**src/rtl/noc_pkg.sv**
```systemverilog
// Shared NoC definitions: output port codes and flit destination field layout.
package noc_pkg;

    typedef logic [2:0] port_code_t;

    localparam port_code_t PORT_N    = 3'b000;
    localparam port_code_t PORT_S    = 3'b001;
    localparam port_code_t PORT_W    = 3'b010;
    localparam port_code_t PORT_E    = 3'b011;
    localparam port_code_t PORT_L    = 3'b100;
    localparam port_code_t PORT_NONE = 3'b111;

    // Destination X occupies the top COORD_W bits; destination Y sits directly below it.
    function automatic int unsigned dest_x_lsb(int unsigned flit_w, int unsigned coord_w);
        return flit_w - coord_w;
    endfunction

    function automatic int unsigned dest_y_lsb(int unsigned flit_w, int unsigned coord_w);
        return flit_w - 2 * coord_w;
    endfunction

endpackage

```
**src/rtl/rr_xy_route_compute.sv**
```systemverilog
// Dimension-ordered XY routing: resolve X first, then Y, else deliver locally.
module rr_xy_route_compute
    import noc_pkg::*;
#(
    parameter int unsigned COORD_W = 2,
    parameter int unsigned MY_X    = 0,
    parameter int unsigned MY_Y    = 0
) (
    input  logic [COORD_W-1:0] dest_x,
    input  logic [COORD_W-1:0] dest_y,
    output port_code_t         port_code
);

    localparam logic [COORD_W-1:0] MyX = COORD_W'(MY_X);
    localparam logic [COORD_W-1:0] MyY = COORD_W'(MY_Y);

    always_comb begin
        port_code = PORT_L;
        if (dest_x > MyX) begin
            port_code = PORT_E;
        end else if (dest_x < MyX) begin
            port_code = PORT_W;
        end else if (dest_y > MyY) begin
            port_code = PORT_N;
        end else if (dest_y < MyY) begin
            port_code = PORT_S;
        end
    end

endmodule

```
**src/rtl/rr_input_buffer.sv**
```systemverilog
// Per-input-port flit FIFO with route precomputed at enqueue, grant-driven dequeue
// and one registered credit pulse per freed slot.
module rr_input_buffer
    import noc_pkg::*;
#(
    parameter int unsigned FLIT_W  = 32,
    parameter int unsigned COORD_W = 2,
    parameter int unsigned MY_X    = 0,
    parameter int unsigned MY_Y    = 0,
    parameter int unsigned DEPTH   = 4
) (
    input  logic              clk,
    input  logic              reset,
    input  logic              flit_valid_i,
    input  logic [FLIT_W-1:0] flit_i,
    input  logic              grant_n_i,
    input  logic              grant_s_i,
    input  logic              grant_w_i,
    input  logic              grant_e_i,
    input  logic              grant_l_i,
    output logic [2:0]        nexthop_addr_o,
    output logic [FLIT_W-1:0] flit_o,
    output logic              credit_o,
    output logic              overflow_o
);

    localparam int unsigned    PtrW      = $clog2(DEPTH);
    localparam int unsigned    XLsb      = dest_x_lsb(FLIT_W, COORD_W);
    localparam int unsigned    YLsb      = dest_y_lsb(FLIT_W, COORD_W);
    localparam logic [PtrW:0]  CountFull = (PtrW + 1)'(DEPTH);

    logic [FLIT_W-1:0] mem_flit [DEPTH];
    port_code_t        mem_code [DEPTH];

    logic [PtrW-1:0] wr_ptr_q;
    logic [PtrW-1:0] rd_ptr_q;
    logic [PtrW:0]   count_q;
    logic            credit_q;
    logic            overflow_q;

    logic       empty;
    logic       full;
    logic       grant_sel;
    logic       deq;
    logic       enq;
    logic       wr_full;
    port_code_t head_code;
    port_code_t route_code;

    rr_xy_route_compute #(
        .COORD_W (COORD_W),
        .MY_X    (MY_X),
        .MY_Y    (MY_Y)
    ) u_route (
        .dest_x    (flit_i[XLsb +: COORD_W]),
        .dest_y    (flit_i[YLsb +: COORD_W]),
        .port_code (route_code)
    );

    assign empty     = (count_q == '0);
    assign full      = (count_q == CountFull);
    assign head_code = mem_code[rd_ptr_q];

    // Only the grant from the arbiter the head flit is routed to can pop it.
    always_comb begin
        grant_sel = 1'b0;
        case (head_code)
            PORT_N:  grant_sel = grant_n_i;
            PORT_S:  grant_sel = grant_s_i;
            PORT_W:  grant_sel = grant_w_i;
            PORT_E:  grant_sel = grant_e_i;
            PORT_L:  grant_sel = grant_l_i;
            default: grant_sel = 1'b0;
        endcase
    end

    assign deq     = grant_sel && !empty;
    // A dequeue in the same cycle frees a slot, so a write while full is still accepted.
    assign enq     = flit_valid_i && (!full || deq);
    assign wr_full = flit_valid_i && full && !deq;

    always_ff @(posedge clk) begin
        if (reset) begin
            wr_ptr_q   <= '0;
            rd_ptr_q   <= '0;
            count_q    <= '0;
            credit_q   <= 1'b0;
            overflow_q <= 1'b0;
        end else begin
            if (enq) begin
                wr_ptr_q <= wr_ptr_q + PtrW'(1);
            end
            if (deq) begin
                rd_ptr_q <= rd_ptr_q + PtrW'(1);
            end
            case ({enq, deq})
                2'b10:   count_q <= count_q + (PtrW + 1)'(1);
                2'b01:   count_q <= count_q - (PtrW + 1)'(1);
                default: count_q <= count_q;
            endcase
            credit_q <= deq;
            if (wr_full) begin
                overflow_q <= 1'b1;
            end
        end
    end

    always_ff @(posedge clk) begin
        if (enq) begin
            mem_flit[wr_ptr_q] <= flit_i;
            mem_code[wr_ptr_q] <= route_code;
        end
    end

    assign nexthop_addr_o = empty ? PORT_NONE : head_code;
    assign flit_o         = empty ? '0 : mem_flit[rd_ptr_q];
    assign credit_o       = credit_q;
    assign overflow_o     = overflow_q;

endmodule

```
**config.mk**
```make
export PLATFORM = sky130hd
export DESIGN_NAME = rr_input_buffer
export DESIGN_NICKNAME = d
export VERILOG_FILES = /design/src/rtl/noc_pkg.sv /design/src/rtl/rr_xy_route_compute.sv /design/src/rtl/rr_input_buffer.sv
export SDC_FILE = /design/constraint.sdc
export NUM_CORES = 1
export LEC_CHECK = 0
export CAP_MARGIN = 20
export CORE_MARGIN = 2
export CORE_UTILIZATION = 45
export DETAILED_ROUTE_END_ITERATION = 6
export MAX_ROUTING_LAYER = met4
export PLACE_DENSITY = 0.74
export REMOVE_ABC_BUFFERS = 1
export SETUP_SLACK_MARGIN = 0.15
export SLEW_MARGIN = 20
export SYNTH_ARGS = -nofsm -noshare
export SYNTH_HDL_FRONTEND = slang
export SYNTH_SLANG_ARGS = --single-unit
```
**constraint.sdc**
```tcl
create_clock -name clk -period 6 [get_ports clk]
set_input_delay 0.9 -clock clk [delete_from_list [all_inputs] [get_ports clk]]
set_output_delay 0.9 -clock clk [all_outputs]
set_load 0.005 [all_outputs]
```
==> out/qor.txt, run 1 <==
Status: finished clean
DRC: 0
Min-delay src: overflow_o
Crit path required time: 5100 ps
Achievable frequency: 272.2 MHz
Fillcell total: 957
Peak supply drop: 0.2196 mV
WL/cell: 17.99 µm
Vias: 2825
Leakage: 2.348 nW
Chip Width: 117.4 µm
Clock transition at path regs: 60 ps
Clk_lat worst skew: 420 ps
Final Power: 0.003253 W
Largest net degree at the start of global routing: 36
DIE AREA: 13790 µm²
Post-CTS setup buffer count: 0
First-pass GRT wire length: 15.70 mm
Worst slew margin: 35.80%
Least-Margin Pin Slew: 963.0 ps
Mapped Avg Cell Area: 20.10 µm²
Final setup viols: 0
Hold violation total from the final report: 0
Most frequent cells in the layout: edfxtp_1, clkdlybuf4s50_1, mux4_2, nor2b_1, clkbuf_16
TritonRoute pass-1 iters: 4
All-layer global routing usage: 15.93%
1st-iter DRT viols: 137
Routed Antenna Nets: 0
Max Cap Violations: 0
CTS sink count: 147
Crit start category: flip-flop
I/O Pins: 77
Worst hold path class: reg -> reg
CTS tree: yes
Fin Hold WS: 450.0 ps
Top cells by area, synth: edfxtp_1, mux4_2, dfxtp_1, nor2b_1, ha_1
PortBufs: 74
FF-to-FF setup slack: 2640 ps
Setup Crit Path Kind: reg -> out
Power density over the cells: 445.2 nW/µm²
Layout Nets: 414
Fraction of layout cells with a size suffix above 1: 21.47%
Synth-to-Final Area Change: 26.22%
Largest area contributor in the netlist: edfxtp_1
Worst Hold Depth: 2
Post-Synthesis Cells: 288
Clock skew: 11.34 ps
GPL Wtd Cong: 0.7177
RSZ-0062 raised after global routing: false
Multi-input gate area: 1405 µm²
Setup TNS after final layout: 0 ps
Yosys top cell area share: 70.54%
FF+latch count, synth: 147
Via density: 5.099
Synthesized cell area: 5789 µm²
Sequential share of the synthesized area: 74.35%
R2R depth: 5
CP Cell Sequence: buf_4 > mux4_2 > nor2b_1 > clkdlybuf4s50_1
Post_cts resized: 0
CTS buffer count: 17
CP max FO: 18
Most common cell after layout, fill and taps aside: edfxtp_1
Period utilisation layout: 61.22%
Buffers and inverters on the worst path: 2
CTS Root Cell: clkbuf_16
Total gr overflow: 0
CP max stage delay: 720 ps
Die H: 117.4 µm
N_diodes: 0
Number of distinct library cells after synthesis: 32
CTS Buffer Depth: 2
Initial Util: 46.06%
Cell family with most CP delay: buffers and inverters
Core area: 12570 µm²
H-tree Lvls: 4
WP data arrival: 2770 ps
Worst reg2reg path endpoint: mem_flit[2][17]
Slew Limit Fails: 0
Crit end category: primary output
Fin crit period: 3673 ps
Hold EP: overflow_o
Half-perimeter wire length after placement: 5.781 mm
Post-CTS Hold Fix Bufs: 0
YS warnings: 0
Slowest library cell on the worst path: dfxtp_2
Register area: 4307 µm²
Vias in the first global route: 3088
# rows: 41
Total Wirelength: 9.967 mm
Initial antenna violation count: 0
[worst max path at each step]
stage	endpoint	slack [ps]	cells after the start	from
6_report	flit_o[4]	2330	4	flip-flop
4_1_cts	flit_o[29]	2210	4	flip-flop
2_1_floorplan	mem_code[0][1]	1860	5	flip-flop
3_5_place_dp	mem_flit[3][18]	2560	5	flip-flop
5_1_grt	flit_o[25]	2090	4	flip-flop
3_3_place_gp	mem_flit[1][18]	2610	5	flip-flop
[per-layer routing]
layer	GRT usage, %	share of wire (%)
met3	5.350	4.5
met5	-	0
met2	26.68	53
met1	17.56	40
met4	6.476	1.6
[cell usage after synthesis, drive strengths merged]
cell,instances
and2,5
o21ai,1
nor2b,34
a21boi,1
mux2i,3
mux4,34
and4bb,1
buf,5
o311ai,1
or3,1
xnor2,1
nand3,2
inv,7
nand2,2
mux2,5
fa,1
edfxtp,136
nor3b,2
a21oi,3
nor3,2
clkbuf,9
or2,2
nand2b,3
a21o,1
nor2,10
ha,4
nand4b,1
dfxtp,11
[sequential cells by signal (all words and copies together) (netlist names), named ones only]
signal	cells
rd_ptr_q	2
overflow_o	1
mem_flit	128
mem_code	8
credit_o	1
count_q	3
wr_ptr_q	2
[layout make-up]
class	instances	area share (%)
inverter	7	0.3596
clock buffer	19	5.925
timing repair buffer	76	10.34
multi-input combinational	120	19.23
clock inverter	13	2.260
sequential	147	58.94
tap	172	2.945
[cell families (layout without fill, tap and decap cells)]
family	count (synthesis)	count (layout)	share of synthesized area, %
XOR/XNOR	1	1	0.1513
AND/OR/NAND/NOR	65	65	6.613
adder cells (fa/ha/maj)	5	5	1.210
AO/OA/AOI/OAI	7	7	1.275
multiplexers	42	42	14.85
buffers and inverters	21	115	1.556
flip-flops	147	147	74.35
[where the power goes]
group          switching [W]  leakage, nW  internal [W]  total (W)
Combinational       0.000356        0.713      0.000518   0.000874
Clock               0.000378        0.297      0.000687    0.00106
Sequential         0.0000703         1.34       0.00124    0.00131
[through the flow]
step / instances / area [µm²] / util (%) / setup WS (ps)
finish: 554 / 7307 / 58.14 / 2327
CTS: 554 / 7307 / 58.14 / 2211
global placement: 522 / 6709 / 53.38 / 2613
global route: 554 / 7307 / 58.14 / 2092
detailed placement: 522 / 6709 / 53.38 / 2563
floorplan: 274 / 5725 / - / 1862
[tightest hold or removal path, delay by kind of cell, from the launching register on]
family / cells / cell delay, ps
flops: 1 / 310
buf+inv: 1 / 50
compound gates: 1 / 50
Power figures use the tool's default switching activity.
==> inputs of run 2 (changes only) <==
- clock period: 6 -> 3.75 ns (I/O delays scaled with it)
==> out/qor.txt, run 2 (synthesis gave the netlist of run 1 again) <==
N_diodes: 0 (unchanged)
# rows: 41 (unchanged)
Largest register FFs: 128 (unchanged)
CTS Buffer Depth: 2 (unchanged)
Largest Register: mem_flit
RSZ-0062 raised after global routing: false
Status: finished clean
Clock skew: 5.554 ps (-5.789 ps)
Max Cap Violations: 0 (unchanged)
First-pass GRT wire length: 16.16 mm (+2.9%)
Setup WS pre-CTS: 864.1 ps (-1699 ps)
Fin crit period: 2956 ps
Fraction of layout cells with a size suffix above 1: 23.71% (+2.2 points)
Peak supply drop: 0.2941 mV (+34%)
Least-Margin Pin Slew: 545.6 ps (-417.3 ps)
Highest routed metal layer: met4
Routed met2 length: 4.977 mm (-6.6%)
Via density: 5.079 (-0.41%)
Clock transition at path regs: 60 ps (about the same)
Core area: 12570 µm² (unchanged)
Clock power share: 33.9% (+1.2 points)
Final setup viols: 0 (unchanged)
1st-iter DRT viols: 144 (+5.1%)
WL/cell: 17.72 µm (-1.5%)
Half-perimeter wire length after placement: 6.121 mm (+5.9%)
Achievable frequency: 338.3 MHz
Initial Util: 46.06% (unchanged)
Period utilisation layout: 78.82%
Biggest regs: mem_flit x128, mem_code x8, count_q x3
PortBufs: 74 (unchanged)
Routed Antenna Nets: 0 (unchanged)
Switch share: 24.80% (+0.070 points)
Chip Width: 117.4 µm (unchanged)
Clk_lat worst skew: 410 ps (about the same)
Leakage: 2.390 nW (+1.8%)
Setup Crit Path Kind: reg -> out
Most frequent cells in the layout: edfxtp_1, clkdlybuf4s50_1, mux4_2, nor2b_1, clkbuf_16
M1 WL: 4.358 mm (+8.0%)
Crit start category: flip-flop
Worst hold path class: reg -> reg
Die H: 117.4 µm (unchanged)
DIE AREA: 13790 µm² (unchanged)
Most common cell after layout, fill and taps aside: edfxtp_1
CTS sink count: 147 (unchanged)
Crit end category: primary output
CTS tree: yes
Post-CTS setup buffer count: 0 (unchanged)
Total gr overflow: 0 (unchanged)
Sequential share of power: 38.5% (-1.9 points)
Largest net degree at the start of global routing: 36 (unchanged)
Vias in the first global route: 3023 (-2.1%)
Hold violation total from the final report: 0 (unchanged)
Post_cts resized: 0 (unchanged)
Crit path required time: 3190 ps (-1910 ps)
CTS Root Cell: clkbuf_16
Fillcell total: 941 (-1.7%)
Internal power: 0.004015 W (+64%)
Switching pwr: 0.001324 W (+65%)
Total Wirelength: 9.925 mm (-0.42%)
CP max FO: 18 (unchanged)
All-layer global routing usage: 16.16% (+0.23 points)
Buffers and inverters on the worst path: 2 (unchanged)
CP max stage delay: 630 ps (-90 ps)
Synth-to-Final Area Change: 28.57%
CP Cell Sequence: buf_4 > mux4_2 > nor2b_1 > clkdlybuf4s50_1
Initial antenna violation count: 0 (unchanged)
Routed wl met3: 439 µm (-1.6%)
Cell family with most CP delay: buffers and inverters
Post-CTS Hold Fix Bufs: 0 (unchanged)
Slowest library cell on the worst path: dfxtp_2
H-tree Lvls: 4 (unchanged)
Final setup margin: 794.3 ps (-1532 ps)
TritonRoute pass-1 iters: 4 (unchanged)
Vias: 2844 (+0.67%)
GPL Wtd Cong: 0.6941 (-3.3%)
Power density over the cells: 717.2 nW/µm² (+61%)
Comb power frac: 27.6% (+0.7 points)
Slew Limit Fails: 0 (unchanged)
CTS buffer count: 17 (unchanged)
DRC: 0 (unchanged)
Setup TNS after final layout: 0 ps (unchanged)
Worst slew margin: 63.51% (+28 points)
I/O Pins: 77 (unchanged)
WP data arrival: 2390 ps (-380 ps)
Layout Nets: 420 (+1.4%)
[run 2: changes by cell type in the layout (fill, tap and decap cells not counted)]
cell | previous run | this run
clkinv_2 | 5 | 3
clkinv_1 | 3 | 1
clkinv_4 | 1 | 0
buf_4 | 2 | 4
clkinvlp_4 | 0 | 6
buf_12 | 0 | 4
clkbuf_1 | 2 | 0
bufinv_16 | 4 | 5
[run 2: path summary, 6_finish.rpt]
check	start	end	slack [ps]	cells after the start
worst max-delay path	flip-flop	flit_o[29]	790	4
worst min-delay path	overflow_o	overflow_o	460	2
worst max register to register	flip-flop	mem_flit[1][23]	920	6
worst min register to register	overflow_o	overflow_o	460	2
[run 2: layout make-up]
cell class | instances | area (µm²) | area share (%)
Sequential cell | 147 | 4307 | 57.86
Timing Repair Buffer | 82 | 850.8 | 11.43
Inverter | 7 | 26.28 | 0.3530
Clock inverter | 15 | 214.0 | 2.874
Tap cell | 172 | 215.2 | 2.891
Multi-Input combinational cell | 120 | 1405 | 18.88
Clock buffer | 17 | 425.4 | 5.715
[run 2: power by group through the flow]
stage	Sequential, W	Clock, W	Combinational (W)
2_1_floorplan	0.00214	0	0.000733
3_3_place_gp	0.00208	0	0.00150
3_5_place_dp	0.00209	0	0.00150
4_1_cts	0.00206	0.00183	0.00151
5_1_grt	0.00207	0.00191	0.00160
6_report	0.00205	0.00181	0.00147
[run 2: routing by layer]
layer,global-route usage (%),up-vias
li1,-,1308
met5,-,-
met4,6.401,0
met3,4.815,15
met1,20.22,1441
met2,25.00,80
[run 2: worst min-delay path: stages (launching register included)]
cell,delay (ps)
dfxtp_1,310
inv_1,50
a21oi_1,60
[run 2: stage by stage]
stage                     hold WS [ps]  utilization [%]  instance area, µm²  std cells  power, W
after floorplan                  436.0                -                5725        274  0.002873
after global placement           438.7            54.14                6804        528  0.003574
after detailed placement         466.3            54.14                6804        528  0.003591
after CTS                        474.6            59.22                7443        560  0.005399
after global routing             486.9            59.22                7443        560  0.005584
final                            463.5            59.22                7443        560  0.005339
==> inputs of run 3 (changes only) <==
- PLACE_DENSITY: 0.74 -> 0.77
- clock period: 3.75 -> 2.6 ns (I/O delays scaled with it)
==> out/qor.txt, run 3 (synthesis gave the netlist of run 1 again) <==
First-pass GRT wire length: 16.27 mm (+0.69%)
Slew Limit Fails: 0 (unchanged)
Setup Crit Path Kind: reg -> reg
Status: finished clean
Clock transition at path regs: 60 ps (about the same)
Peak supply drop: 0.5305 mV (+80%)
CTS Root Cell: clkbuf_16
Half-perimeter wire length after placement: 6.287 mm (+2.7%)
Fin crit period: 2572 ps
Cell family with most CP delay: multiplexers
Largest Register: mem_flit
Core area: 12570 µm² (unchanged)
Crit path required time: 2920 ps (-270 ps)
CP max stage delay: 560 ps (-70 ps)
WP data arrival: 2890 ps (+500 ps)
H-tree Lvls: 4 (unchanged)
Vias in the first global route: 3128 (+3.5%)
CP Cell Sequence: mux4_2 > mux2_4 > a21o_4 > nand2b_4 > fa_2 > mux2_4 > o311ai_2
Buffers and inverters on the worst path: 0 (-2)
Fin Hold WS: 450.9 ps (-12.55 ps)
Largest register FFs: 128 (unchanged)
Crit end category: flip-flop
Max Cap Violations: 0 (unchanged)
CP max FO: 4 (-14)
I/O Pins: 77 (unchanged)
Total gr overflow: 0 (unchanged)
Initial antenna violation count: 0 (unchanged)
DIE AREA: 13790 µm² (unchanged)
Internal power: 0.005796 W (+44%)
Layout Utilization: 61.09% (+1.9 points)
Post-CTS Hold Fix Bufs: 0 (unchanged)
Switch share: 25.26% (+0.46 points)
Crit start category: flip-flop
TritonRoute pass-1 iters: 4 (unchanged)
Largest net degree at the start of global routing: 22 (-39%)
Final setup viols: 0 (unchanged)
# rows: 41 (unchanged)
GPL Wtd Cong: 0.7278 (+4.9%)
Die H: 117.4 µm (unchanged)
Placed inst area: 6937 µm² (+1.9%)
Period utilisation layout: 98.94%
Most used cell, CP: mux2_4
Clock skew: 6.648 ps (+1.094 ps)
All-layer global routing usage: 16.33% (+0.17 points)
Fraction of layout cells with a size suffix above 1: 26.87% (+3.2 points)
Worst slew margin: 60.84% (-2.7 points)
1st-iter DRT viols: 140 (-2.8%)
Slowest library cell on the worst path: mux4_2
Routed Antenna Nets: 0 (unchanged)
Leakage: 2.782 nW (+16%)
Initial Util: 46.06% (unchanged)
Chip Width: 117.4 µm (unchanged)
Via density: 5.059 (-0.38%)
Clock power share: 32.3% (-1.6 points)
DRC: 0 (unchanged)
Least-Margin Pin Slew: 585.6 ps (+39.93 ps)
Most common cell after layout, fill and taps aside: edfxtp_1
RSZ-0062 raised after global routing: true
Switching pwr: 0.001959 W (+48%)
Biggest regs: mem_flit x128, mem_code x8, count_q x3
Worst hold path class: reg -> reg
CTS tree: yes
Sequential share of power: 38.2% (-0.3 points)
CTS buffer count: 17 (unchanged)
Synth-to-Final Area Change: 32.61%
Design area: 7677 µm² (+3.1%)
PortBufs: 74 (unchanged)
Power density over the cells: 1010 nW/µm² (+41%)
Total Wirelength: 10.44 mm (+5.1%)
Hold violation total from the final report: 0 (unchanged)
CTS sink count: 147 (unchanged)
Achievable frequency: 388.7 MHz
Most frequent cells in the layout: edfxtp_1, clkdlybuf4s50_1, mux4_2, nor2b_1, dlymetal6s2s_1
Comb power frac: 29.5% (+1.9 points)
WL/cell: 18.18 µm (+2.6%)
CTS Buffer Depth: 2 (unchanged)
Clk_lat worst skew: 410 ps (about the same)
Vias: 2904 (+2.1%)
N_diodes: 0 (unchanged)
Layout Nets: 434 (+3.3%)
## run 3: changes by cell type in the layout (fill, tap and decap cells not counted), moves of 2 or more
cell             before  now
clkdlybuf4s50_1      74   53
dlymetal6s2s_1        0   19
buf_4                 4   11
buf_12                4    9
and2_2                4    0
and2_4                0    4
clkinvlp_4            6    3
clkbuf_1              0    2
clkinv_4              0    2
dlygate4sd2_1         0    2
## run 3: power groups by stage
stage	Combinational [W]	Clock, W	Sequential (W)
after floorplan	0.00106	0	0.00309
after global placement	0.00227	0	0.00298
after detailed placement	0.00230	0	0.00300
after CTS	0.00235	0.00255	0.00297
after global routing	0.00248	0.00265	0.00299
final	0.00229	0.00250	0.00296
## run 3: metal layers
metal	vias up	global-route usage, %	part of all wire [%]
met3	6	4.280	3.8
met1	1489	18.64	42
met4	0	6.401	0.63
li1	1338	-	-
met2	71	27.70	54
met5	-	-	0
## run 3: layout make-up
cell class                 instances  area (µm²)
fill                             890        4891
sequential                       147        4309
multi-input combinational        120        1435
timing repair buffer              96        1075
clock buffer                      19       432.9
tap                              172       215.2
clock inverter                    13       183.9
inverter                           7       26.28
## run 3: timing repair
action,CTS,global route
resized for setup,11,26
setup endpoints to repair,156,159
cloned,0,0
pin swaps,0,2
buffers inserted,1,2
## run 3: worst paths after layout
kind / startpoint / end / slack [ps] / depth (start not counted)
worst min-delay path: overflow_o / overflow_o / 450 / 2
worst max-delay path: flip-flop / count_q[1] / 30 / 7
worst max register to register: flip-flop / count_q[1] / 30 / 7
worst min register to register: overflow_o / overflow_o / 450 / 2
## run 3: metrics by stage
step                      instances  setup TNS (ps)  setup slack (ps)  power [W]
after floorplan                 274         -221130             -1538   0.004143
after global placement          539               0             90.38   0.005249
after detailed placement        539               0             58.30   0.005299
after CTS                       572               0             2.540   0.007871
after global routing            574          -119.2            -29.01   0.008118
final                           574               0             27.54   0.007755
## run 3: worst min-delay path, stage by stage, from the launching register on
cell and delay [ps]:
dfxtp_1 310, inv_1 50, a21oi_1 50
==> RTL edit 1, RTL diff (config.mk and constraints of run 3) <==
Reset style: asynchronous (`reset`), changed in one clocked block.
--- a/src/rtl/rr_input_buffer.sv
+++ b/src/rtl/rr_input_buffer.sv
@@ -80,5 +80,5 @@
     assign wr_full = flit_valid_i && full && !deq;
 
-    always_ff @(posedge clk) begin
+    always_ff @(posedge clk or posedge reset) begin
         if (reset) begin
             wr_ptr_q   <= '0;
Formal check against the unedited RTL: differs if reset is asserted again (counterexample within 4 cycles, from zero or initial values and one cycle with reset high); with reset held inactive, the same outputs for 10 cycles.
==> RTL edit 1 against run 3 <==
- the flow now finishes with violations (negative setup slack)
- synthesized area fell by 1.7%
- die area decreased by 1.6%
- worst setup slack got worse by 190 ps
- sequential cell count down 2
- clock power down 15%
- cell area rose by 3.3%
- total power increased by 20%
- sequential share of layout area is 1.8 points lower
- routed wire length is 17% higher
- sequential power up 11%
- clock skew increased by 3.3 ps
- utilization up 2.5 points
- critical path type unchanged
- largest power group is now combinational cells
==> RTL edit 1: results (changes against run 3) <==
Clock tree
  • Worst-path clk slew: 60 ps (about the same)
  • Clk buf depth: 2 (unchanged)
  • Worst skew pair latency: 410 ps (about the same)
  • Total CTS buffers: 17 (unchanged)
  • H-tree Lvls: 4 (unchanged)
  • CTS Root Cell: clkbuf_16 (unchanged)

Detailed routing
  • Vias: 3015 (was 2904)
  • Detailed Route Iter0 Violations: 238 (was 140)
  • Pre-antenna DRT Iters: 4 (unchanged)
  • Vias per cell: 5.11 (was 5.06)
  • Wire length per cell: 20.6 um (was 18.2 um)

Power and ir drop
  • Pint: 6.62 mW (was 5.80 mW)
  • Pleak: 2.93 nW (was 2.78 nW)
  • Maximum VDD drop: 0.718 mV (was 0.530 mV)

Logic synthesis
  • Post-synthesis cell count: 273 (was 288)
  • Synth cell count leaders: 136 x edfxtp_1, 34 x mux4_2, 32 x nor2b_1 (was 136 x edfxtp_1, 34 x mux4_2, 34 x nor2b_1)
  • Ys flop type: edfxtp_1 (unchanged)
  • YS warnings: 0 (unchanged)
  • Synth area leaders: edfxtp_1 72%, mux4_2 13%, dfrtp_1 4.0%, nor2b_1 3.5%, ha_1 0.88% (was edfxtp_1 71%, mux4_2 13%, dfxtp_1 3.8%, nor2b_1 3.7%, ha_1 0.86%)
  • Post-synth cell types: 37 (was 32)
  • Post-synth EDFFs: 136 (unchanged)
  • Sequential area share after synthesis: 75.7% (was 74.3%)
  • Asr flop ratio synth: 6.21% (was 0%)

Final layout
  • Nets: 450 (was 434)
  • Fillers: 878 (was 890)
  • Layout cells sized above 1: 33.5% (was 26.9%)
  • Inserted Diodes: 0 (unchanged)
  • Biggest regs: mem_flit x128, mem_code x8, count_q x3 (unchanged)

Min path
  • HP Class: input port to asynchronous set/reset pin (was register to register)

Global route
  • First-pass GRT wire length: 16100 um (was 16300 um)
  • Global-route usage over all layers: 17.1% (was 16.3%)
  • Largest net degree at the start of global routing: 30 (was 22)
  • Vias in the first global route: 2978 (was 3128)
  • Initial antenna violation count: 0 (unchanged)

Critical path
  • Reg-to-reg endpoint: count_q[2] (was count_q[1])
  • Reg2Reg Depth: 7 (unchanged)
  • Data arrival, critical path: 3060 ps (was 2890 ps)
  • Crit-path max FO: 3 (was 4)
  • FF-to-FF Start: rd_ptr_q[0]

Placement
  • Dpl hpwl: 6310 um (was 6290 um)
  • Placed Instances: 524 (was 539)
  • Final weighted congestion in routability-driven placement: 0.734 (was 0.728)
  • I/O Buffers: 74 (unchanged)

Status
  • Outcome: complete, but fails checks (was finished clean)
  • Violated checks: negative setup slack

STA
  • Setup violators final: 2 (was 0)
  • Final hold slack: 242 ps (was 451 ps)
  • Skew final: 9.93 ps (was 6.65 ps)
  • Worst slew pin tran: 358 ps (was 586 ps)
  • Setup ws final: -160 ps (was 27.5 ps)
  • TNS Setup: -208 ps (was 0 ps)
[RTL edit 1: power by group through the flow]
stage | sequential, mW | combinational (mW) | clock [mW]
after global routing | 3.32 | 4.18 | 2.25
after CTS | 3.27 | 3.32 | 2.15
after global placement | 3.27 | 3.24 | 0
final | 3.28 | 3.89 | 2.12
after floorplan | 3.44 | 1.49 | 0
after detailed placement | 3.30 | 3.27 | 0
[RTL edit 1: cell type report]
type	count	area share (%)
clock inverter	14	1.17
clock buffer	18	5.41
multi-input combinational	106	17.0
tap	172	2.71
inverter	9	0.426
sequential	145	54.4
timing repair buffer	126	18.9
[RTL edit 1: critical path, cell delays in order (launching register included)]
cell      delay (ps)
dfrtp_2          400
mux4_2           570
nor4bb_2         310
a21o_1           160
nand2_1           80
fa_2             350
or4_4            520
a211o_1          260
[RTL edit 1: logic make-up after synthesis]
kind of cell	share of synthesized area, %
buffers and inverters	1.67
AO/OA/AOI/OAI	1.01
XOR/XNOR	0.616
adder cells (fa/ha/maj)	1.23
AND/OR/NAND/NOR	5.65
multiplexers	14.1
flip-flops	75.7
[RTL edit 1: metal layers]
layer,track usage (%),share of wire (%),wire length [um],up-vias
li1,-,-,-,1369
met1,20.2,41,4970,1552
met2,28.2,54,6530,84
met3,4.67,4.6,561,10
met4,6.67,0.99,121,0
met5,-,0,0,-
[RTL edit 1: timing repair]
action                                 in CTS  in global routing
cloned                                      1                 15
pin swaps                                   1                  9
endpoints found under the hold margin       0                  0
buffers inserted                            5                 13
setup endpoints to repair                 173                174
hold buffers                                0                  0
resized for setup                          30                 40
[RTL edit 1: metrics by stage]
step / instance area, um^2 / setup slack (ps)
after global routing: 7930 / -243
after CTS: 7440 / -125
after global placement: 6830 / -35.5
after detailed placement: 6830 / -114
after floorplan: 5630 / -1700
final: 7930 / -160
[RTL edit 1: worst max path at each step]
| stage | to | startpoint | cells past startpoint |
|---|---|---|---|
| floorplan | mem_code[0][1] | rd_ptr_q[0] | 5 |
| global placement | count_q[2] | rd_ptr_q[0] | 7 |
| detailed placement | count_q[2] | rd_ptr_q[0] | 7 |
| CTS | count_q[2] | rd_ptr_q[0] | 7 |
| global route | count_q[2] | rd_ptr_q[0] | 7 |
| finish | count_q[2] | rd_ptr_q[0] | 7 |
==> RTL edit 2, RTL diff (config.mk and constraints of run 3) <==
Without the edit above. `COORD_W` is set to 2 in 2 places; all go to 4.
--- a/src/rtl/rr_xy_route_compute.sv
+++ b/src/rtl/rr_xy_route_compute.sv
@@ -3,5 +3,5 @@
     import noc_pkg::*;
 #(
-    parameter int unsigned COORD_W = 2,
+    parameter int unsigned COORD_W = 4,
     parameter int unsigned MY_X    = 0,
     parameter int unsigned MY_Y    = 0
--- a/src/rtl/rr_input_buffer.sv
+++ b/src/rtl/rr_input_buffer.sv
@@ -5,5 +5,5 @@
 #(
     parameter int unsigned FLIT_W  = 32,
-    parameter int unsigned COORD_W = 2,
+    parameter int unsigned COORD_W = 4,
     parameter int unsigned MY_X    = 0,
     parameter int unsigned MY_Y    = 0,
Formal check against the unedited RTL: not equivalent (Yosys sat finds a counterexample within 4 cycles, from zero or initial values and one cycle with reset high).
==> RTL edit 2 against run 3 <==
- cell area is 4.4% higher
- combinational power is 11% lower
- worst setup slack worse by 2.0 ps
- critical endpoint unchanged
- fmax hardly changed
- synthesized area is 0.13% higher
- critical path depth stayed put
- routed wire length is 14% higher
- sequential cell count stayed put
- total power is 4.1% lower
- hold slack better by 8.0 ps
==> RTL edit 2: results (changes against run 3) <==
Detailed routing
  • Pre-antenna DRT Iters: 4 (unchanged)
  • Detailed Route Iter0 Violations: 331 (was 140)
  • Wire length per cell: 20.0 um (was 18.2 um)
  • Vias per cell: 5.19 (was 5.06)
  • Remaining antenna violation count: 0 (unchanged)

Clock tree
  • Total CTS buffers: 17 (unchanged)
  • Worst skew pair latency: 410 ps (about the same)
  • Post-CTS Setup Bufs: 2 (was 1)
  • Post-cts resize count: 14 (was 11)
  • CTS Root Cell: clkbuf_16 (unchanged)
  • Clk buf depth: 2 (unchanged)
  • Worst-path clk slew: 60 ps (about the same)
  • H-tree Lvls: 4 (unchanged)

Logic synthesis
  • XOR/XNOR share of the synthesized area: 0.151% (about the same)
  • Asr flop ratio synth: 0% (unchanged)
  • Post-Synth Adder-Cell Area: 1.21% (about the same)
  • Sequential area share after synthesis: 74.2% (was 74.3%)
  • Portion of netlist area occupied by mux cells: 14.8% (about the same)
  • YS warnings: 0 (unchanged)
  • Synth Area in Compound Gates: 1.27% (was 1.28%)
  • Post-synth cell types: 33 (was 32)
  • Synth cell count leaders: 136 x edfxtp_1, 34 x mux4_2, 34 x nor2b_1 (unchanged)
  • Post-synth EDFFs: 136 (unchanged)
  • Synth area leaders: edfxtp_1 70%, mux4_2 13%, dfxtp_1 3.8%, nor2b_1 3.7%, ha_1 0.86% (was edfxtp_1 71%, mux4_2 13%, dfxtp_1 3.8%, nor2b_1 3.7%, ha_1 0.86%)

Final layout
  • Inserted Diodes: 0 (unchanged)
  • Biggest regs: mem_flit x128, mem_code x8, count_q x3 (unchanged)
  • Layout cells sized above 1: 29.6% (was 26.9%)
  • Fillers: 883 (was 890)
  • Nets: 454 (was 434)

Power and ir drop
  • Maximum VDD drop: 0.787 mV (was 0.530 mV)
  • Pleak: 2.90 nW (was 2.78 nW)
  • Switching Power: 1.80 mW (was 1.96 mW)

Critical path
  • Crit-path max cell delay: 560 ps (about the same)
  • Reg-to-reg endpoint: count_q[1] (unchanged)
  • Reg2reg setup slack: 30 ps
  • Data arrival, critical path: 2900 ps (was 2890 ps)
  • Highest-delay cell along the critical path: mux4_2 (unchanged)
  • Reg2Reg Depth: 7 (unchanged)
  • Crit-path max FO: 5 (was 4)

STA
  • Final hold slack: 459 ps (was 451 ps)
  • Slew HR: 61.2% (was 60.8%)
  • Skew final: 9.48 ps (was 6.65 ps)

Placement
  • I/O Buffers: 74 (unchanged)
  • Dpl hpwl: 6700 um (was 6290 um)
  • Final weighted congestion in routability-driven placement: 0.732 (was 0.728)

Global route
  • First-pass GRT wire length: 16200 um (was 16300 um)
  • Global-route usage over all layers: 16.4% (was 16.3%)
  • Largest net degree at the start of global routing: 25 (was 22)
  • Initial antenna violation count: 0 (unchanged)

Min path
  • HP Start: overflow_o (unchanged)
  • Hold Crit Depth: 2 (unchanged)
  • Hold path endpoint: overflow_o (unchanged)
  • HP Class: register to register (unchanged)

Status
  • Outcome: finished clean (unchanged)
## RTL edit 2: cell types whose count changed after synthesis
cell           run 3  this run
nor2_1            10        11
or2_2              2         1
nor3_1             2         1
or4_1              0         2
## RTL edit 2: cell type report
type,instances,area share [%]
clock buffer,29,7.69
clock inverter,3,0.250
inverter,7,0.328
multi-input combinational,121,18.0
sequential,147,53.7
tap,172,2.68
timing repair buffer,115,17.3
## RTL edit 2: per-stage QoR
step	power, mW	cell area (um^2)	worst slack, ps	cells
finish	7.43	8020	25.5	594
CTS	7.37	7610	5.71	577
global placement	4.77	6920	60.1	543
detailed placement	4.81	6920	7.65	543
global route	7.74	8020	-35.5	594
floorplan	3.86	5730	-1540	275
## RTL edit 2: worst max-delay path by stage
stage	cells past startpoint	end	startpoint
6_report	7	count_q[1]	register
5_1_grt	7	count_q[1]	register
4_1_cts	7	count_q[1]	register
3_5_place_dp	8	count_q[2]	register
3_3_place_gp	8	count_q[2]	register
2_1_floorplan	5	mem_code[0][1]	register
## RTL edit 2: power groups by stage
stage	clock network (mW)	registers, mW	logic [mW]
4_1_cts	2.53	2.89	1.94
5_1_grt	2.65	2.91	2.18
3_3_place_gp	0	2.92	1.85
6_report	2.49	2.90	2.04
2_1_floorplan	0	3.00	0.858
3_5_place_dp	0	2.93	1.88
## RTL edit 2: critical path: cells and delay by family (launching register included)
family | cells | cell delay [ps]
and+or+nand+nor | 1 | 60
DFF | 1 | 400
AOI/OAI and AO/OA | 2 | 420
muxes | 3 | 1160
adders and majority gates | 1 | 430
## RTL edit 2: layer usage
metal | GRT usage (%) | routed length, um
met1 | 18.4 | 4860
met2 | 28.0 | 6380
met3 | 4.84 | 480
met4 | 5.87 | 183
met5 | - | 0
